### src/rtl/eth_mac_rx.sv
// Receive-side Ethernet MAC deframer: preamble/SFD hunt, FCS stripping through a
// 4-byte delay line, CRC-32 residue and length checks, one-cycle end-of-frame status.
module eth_mac_rx #(
   parameter int MIN_PRE_BYTES = 7,
   parameter int MIN_FRAME     = 64,
   parameter int MAX_FRAME     = 1518
) (
   input  logic       clock,
   input  logic       in_reset_n,
   input  logic       in_rxen,
   input  logic [7:0] in_rxd,
   output logic       out_dll_rxen,
   output logic [7:0] out_dll_rxd,
   output logic       out_frame_done,
   output logic       out_frame_ok,
   output logic       out_crc_err,
   output logic       out_len_err,
   output logic [1:0] dbg_state
);

   typedef enum logic [1:0] {S_IDLE, S_PREAMBLE, S_DATA, S_DROP} state_t;

   localparam logic [3:0]  MIN_PRE  = 4'(MIN_PRE_BYTES);
   localparam logic [10:0] MIN_LEN  = 11'(MIN_FRAME);
   localparam logic [10:0] MAX_LEN  = 11'(MAX_FRAME);
   // Byte k leaves the delay line while len == k+4, so this stops after byte MAX_FRAME-1.
   localparam logic [10:0] FWD_LIM  = 11'(MAX_FRAME + 4);
   localparam logic [31:0] RESIDUE  = 32'hDEBB20E3;

   state_t      state, state_nxt;
   logic [3:0]  pre_cnt;
   logic [10:0] len;
   logic [31:0] crc;
   logic [7:0]  dly [4];
   logic        start_frame, push, frame_end;
   logic        crc_bad, len_bad;

   function automatic logic [31:0] crc_byte(input logic [31:0] c, input logic [7:0] d);
      logic [31:0] r;
      r = c ^ {24'h0, d};
      for (int i = 0; i < 8; i++)
         r = r[0] ? ((r >> 1) ^ 32'hEDB88320) : (r >> 1);
      return r;
   endfunction

   assign dbg_state = state;
   assign crc_bad   = (crc != RESIDUE);
   assign len_bad   = (len < MIN_LEN) || (len > MAX_LEN);

   always_ff @(posedge clock or negedge in_reset_n) begin
      if (!in_reset_n) state <= S_IDLE;
      else             state <= state_nxt;
   end

   always_comb begin
      state_nxt   = state;
      start_frame = 1'b0;
      push        = 1'b0;
      frame_end   = 1'b0;
      case (state)
         S_IDLE:
            if (in_rxen) state_nxt = (in_rxd == 8'h55) ? S_PREAMBLE : S_DROP;
         S_PREAMBLE:
            if (!in_rxen)
               state_nxt = S_IDLE;
            else if (in_rxd == 8'h55)
               state_nxt = S_PREAMBLE;
            else if (in_rxd == 8'hD5 && pre_cnt >= MIN_PRE) begin
               state_nxt   = S_DATA;
               start_frame = 1'b1;
            end else
               state_nxt = S_DROP;
         S_DATA:
            if (in_rxen) push = 1'b1;
            else begin
               state_nxt = S_IDLE;
               frame_end = 1'b1;
            end
         S_DROP:
            if (!in_rxen) state_nxt = S_IDLE;
         default: state_nxt = S_IDLE;
      endcase
   end

   always_ff @(posedge clock or negedge in_reset_n) begin
      if (!in_reset_n) begin
         pre_cnt        <= 4'd0;
         len            <= 11'd0;
         crc            <= 32'hFFFFFFFF;
         for (int i = 0; i < 4; i++) dly[i] <= 8'h00;
         out_dll_rxen   <= 1'b0;
         out_dll_rxd    <= 8'h00;
         out_frame_done <= 1'b0;
         out_frame_ok   <= 1'b0;
         out_crc_err    <= 1'b0;
         out_len_err    <= 1'b0;
      end else begin
         out_dll_rxen   <= 1'b0;
         out_frame_done <= 1'b0;
         out_frame_ok   <= 1'b0;
         out_crc_err    <= 1'b0;
         out_len_err    <= 1'b0;
         if (state == S_IDLE && in_rxen && in_rxd == 8'h55)
            pre_cnt <= 4'd1;
         if (state == S_PREAMBLE && in_rxen && in_rxd == 8'h55 && pre_cnt != 4'hF)
            pre_cnt <= pre_cnt + 4'd1;
         if (start_frame) begin
            crc <= 32'hFFFFFFFF;
            len <= 11'd0;
            for (int i = 0; i < 4; i++) dly[i] <= 8'h00;
         end
         if (push) begin
            crc    <= crc_byte(crc, in_rxd);
            if (len != 11'h7FF) len <= len + 11'd1;
            dly[0] <= in_rxd;
            dly[1] <= dly[0];
            dly[2] <= dly[1];
            dly[3] <= dly[2];
            // The line is full once four bytes are in; the oldest then goes out.
            if (len >= 11'd4 && len < FWD_LIM) begin
               out_dll_rxen <= 1'b1;
               out_dll_rxd  <= dly[3];
            end
         end
         if (frame_end) begin
            out_frame_done <= 1'b1;
            out_crc_err    <= crc_bad;
            out_len_err    <= len_bad;
            out_frame_ok   <= !crc_bad && !len_bad;
         end
      end
   end

endmodule

### config.mk
export PLATFORM = sky130hd
export DESIGN_NAME = eth_mac_rx
export DESIGN_NICKNAME = d
export VERILOG_FILES = /design/src/rtl/eth_mac_rx.sv
export SDC_FILE = /design/constraint.sdc
export NUM_CORES = 1
export LEC_CHECK = 0
export CAP_MARGIN = 10
export CORE_ASPECT_RATIO = 0.75
export CORE_MARGIN = 1.5
export CORE_UTILIZATION = 25
export CTS_BUF_LIST = sky130_fd_sc_hd__clkbuf_2
export CTS_CLUSTER_SIZE = 12
export DETAILED_ROUTE_END_ITERATION = 10
export GPL_TIMING_DRIVEN = 0
export PLACE_DENSITY = 0.48
export SLEW_MARGIN = 20
export SYNTH_ARGS = -nofsm -noshare
export SYNTH_HDL_FRONTEND = slang
export SYNTH_SLANG_ARGS = --single-unit
### constraint.sdc
create_clock -name clock -period 2.3 [get_ports clock]
set_input_delay 0.345 -clock clock [delete_from_list [all_inputs] [get_ports clock]]
set_output_delay 0.345 -clock clock [all_outputs]
set_load 0.005 [all_outputs]
==> results.ini <==
[run_status]
outcome=finished clean

[setup_path]
cp.depth=5
worst-path-max-fanout=3
cp-end-kind=flop
critPathBufInv=0
slowest_stage=dfstp_2
required_ns=2.89
timing.critical_path.mode_cell=nor4_1
crit_path_start_kind=flop
reg2reg_to=out_frame_ok
reg2reg_setup_slack_ns=0.16
path_cells=nand4b_1 > nor4_1 > nand2_1 > nor4_1 > and3_1
slowest_delay_ns=0.67
critPathTopFamily=simple AND/OR/NAND/NOR gates
reg2regPathDepth=5
crit_type=flop to flop
critPathArrivalTime_ns=2.72
r2r-start=crc[7]

[clock_network]
cts_tree=built
htreeDepth=3
cts.clk_slew.worst_paths_ns=0.30
cts_buffers=9
cts_buffer_depth=2
clk_latency_ns=0.61
cts.sinks=94
cts_root_buffer=clkbuf_2

[cells_and_area]
layout_commonest_cell=nand2_1
nets=483
design_area_sq_um=5460
syn_to_final_growth_pct=16.6
fillers=1941
layout-drive-gt1-share=0.194
final_cell_mix=nand2_1, dfrtp_1, o21ai_0

[timing]
slew_headroom=0.522
finalSetupTns_ns=0
clock.fmax_mhz=468
rsz0062_at_grt=false
skew_ns=0.0436
period_needed_ns=2.14
worst_pin_slew_ns=0.711
finalMaxSlewViolations=0
setup_viol=0
hold_viol_final=0
timing.final.crit_share=0.930

[power]
ir_worst_vdd_mv=0.553
p_sw_uw=2920
p_seq_frac=0.383
cellLeakagePower_uw=0.00220
combPwrFrac=0.508
clkPwrFrac=0.110
swShare=0.395
powerDensity_nw_per_um2=1350
p_int_uw=4480

[route]
ant_nets=0
dr.first_iter.drc_count=228
drcViolationCount=0
wirelength_microns=11200
wire_per_inst_microns=15.5
drt-pass1-iter-count=4
vias_per_cell=4.52
vias=3266

[floorplan]
die_x_microns=161
core_area_sq_um=18400
die_h_microns=122
pin_count=26
fp.dieArea_sq_um=19600
start_util=0.255
rows=43

[synthesis]
synth_seq_cells=94
avgSynthCellArea_sq_um=10.9
synthCells=428
synthTopCellsByArea=dfrtp_1, dfstp_2, xnor2_1
synthDistinctLibCells=54
netlist_area_sq_um=4690
yosysTopAreaCellShare=0.331
synth_top_area_cell=dfrtp_1
ys.flop_type=dfrtp_1
ys_warn_count=0
synth_edf_count=0
yosysSeqAreaShare=0.511
syn-num-nets=441
async_flop_share=1.00

[global_route]
track_usage=0.125
grt_pass1_wl_microns=18900
grt_antenna_before_repair=1
grt_remaining_overflow=0
grt_pass1_vias=3343
grt_max_degree=70

[placed_design]
routabilityCongestion=0.798
dp_hpwl_microns=8300
dpl_cell_area_sq_um=5270
portBuffers=25

[worst_hold_path]
worstHoldPathType=input pin to asynchronous set/reset pin

[job]
cap_violations=0

==> kinds of logic after synthesis <==
kind of cell / count (synthesis) / share of synthesized area
xor gates and xnor gates: 71 / 0.165
adders and majority gates: 2 / 0.00534
buffers and inverters: 23 / 0.0219
DFF: 94 / 0.511
muxes: 10 / 0.0238
AOI/OAI and AO/OA: 93 / 0.135
and+or+nand+nor: 135 / 0.139
==> final cells by class <==
class / instances / area (sq um) / share of cell area
inverters: 3 / 11.3 / 0.00206
clock inverters: 7 / 68.8 / 0.0126
plain buffers: 20 / 91.3 / 0.0167
repair buffers: 31 / 332 / 0.0607
well taps: 247 / 309 / 0.0566
diodes: 1 / 2.50 / 0.000458
flip-flops and latches: 94 / 2390 / 0.438
multi-input cells: 311 / 2210 / 0.405
clock buffers: 9 / 45.0 / 0.00824
==> through the flow <==
stage               power (uW)  hold slack, ns  utilization  std cells  worst slack [ns]
floorplan                 5690          0.0494            -        428             0.422
global placement          6590           0.462        0.285        700             -2.72
detailed placement        6610           0.231        0.287        701            -0.421
CTS                       7480          0.0567        0.295        720           0.00165
global route              7970          0.0584        0.297        723           0.00915
finish                    7400          0.0915        0.297        723             0.161
==> sequential cells by signal, summed over array words and instances (netlist names) <==
register        count
crc                32
dly                32
len                11
out_dll_rxd         8
pre_cnt             4
dbg_state           2
out_crc_err         1
out_dll_rxen        1
out_frame_done      1
out_frame_ok        1
out_len_err         1
==> how the worst max path moves through the flow <==
stage	to	from
6_report	out_frame_ok	crc[7]
3_5_place_dp	crc[21]	in_rxd[6]
4_1_cts	out_dll_rxd[0]	dbg_state[0]
5_1_grt	len[6]	len[0]
3_3_place_gp	dly[11]	in_reset_n
2_1_floorplan	len[0]	len[0]
==> repair_timing <==
| action | in CTS | in global routing |
|---|---|---|
| buffers inserted | 2 | 2 |
| pin swaps | 1 | 0 |
| endpoints found under the hold margin | 80 | 0 |
| resized for setup | 2 | 2 |
| setup endpoints to repair | 40 | 21 |
| hold buffers | 1 | 0 |
==> per-layer routing <==
layer,wire [microns],vias up,track usage
li1,-,1582,-
met1,5840,1624,0.185
met2,4810,50,0.180
met3,462,10,0.0306
met4,110,0,0.0313
met5,0,-,0
==> cell usage after synthesis (2+ instances only) <==
cell       number
nand4b_1        4
xor2_1         18
o21ai_0        39
a2bb2oi_1      27
o21ai_1         3
a31oi_1         3
nor3_1          2
dfrtp_1        62
nor2_1          9
clkbuf_2        2
o31ai_1         2
o22a_1          4
inv_1           3
buf_4           3
xnor2_1        37
nand3_1         8
and3_1          6
and4_1          2
nor4_1          5
buf_2           2
nand2_1        80
ha_1            2
a21oi_1         7
o2111ai_1       2
mux2_2          8
nand4_1         6
xnor2_2        12
clkbuf_1       13
dfstp_2        32
==> power by group through the flow <==
stage	Sequential (uW)	Combinational [uW]	Clock, uW
detailed placement	2860	3740	0
floorplan	2720	2960	0
global route	2920	4130	924
CTS	2840	3790	853
global placement	2860	3740	0
finish	2830	3760	810
No activity file was read; power rests on OpenSTA's default activity.
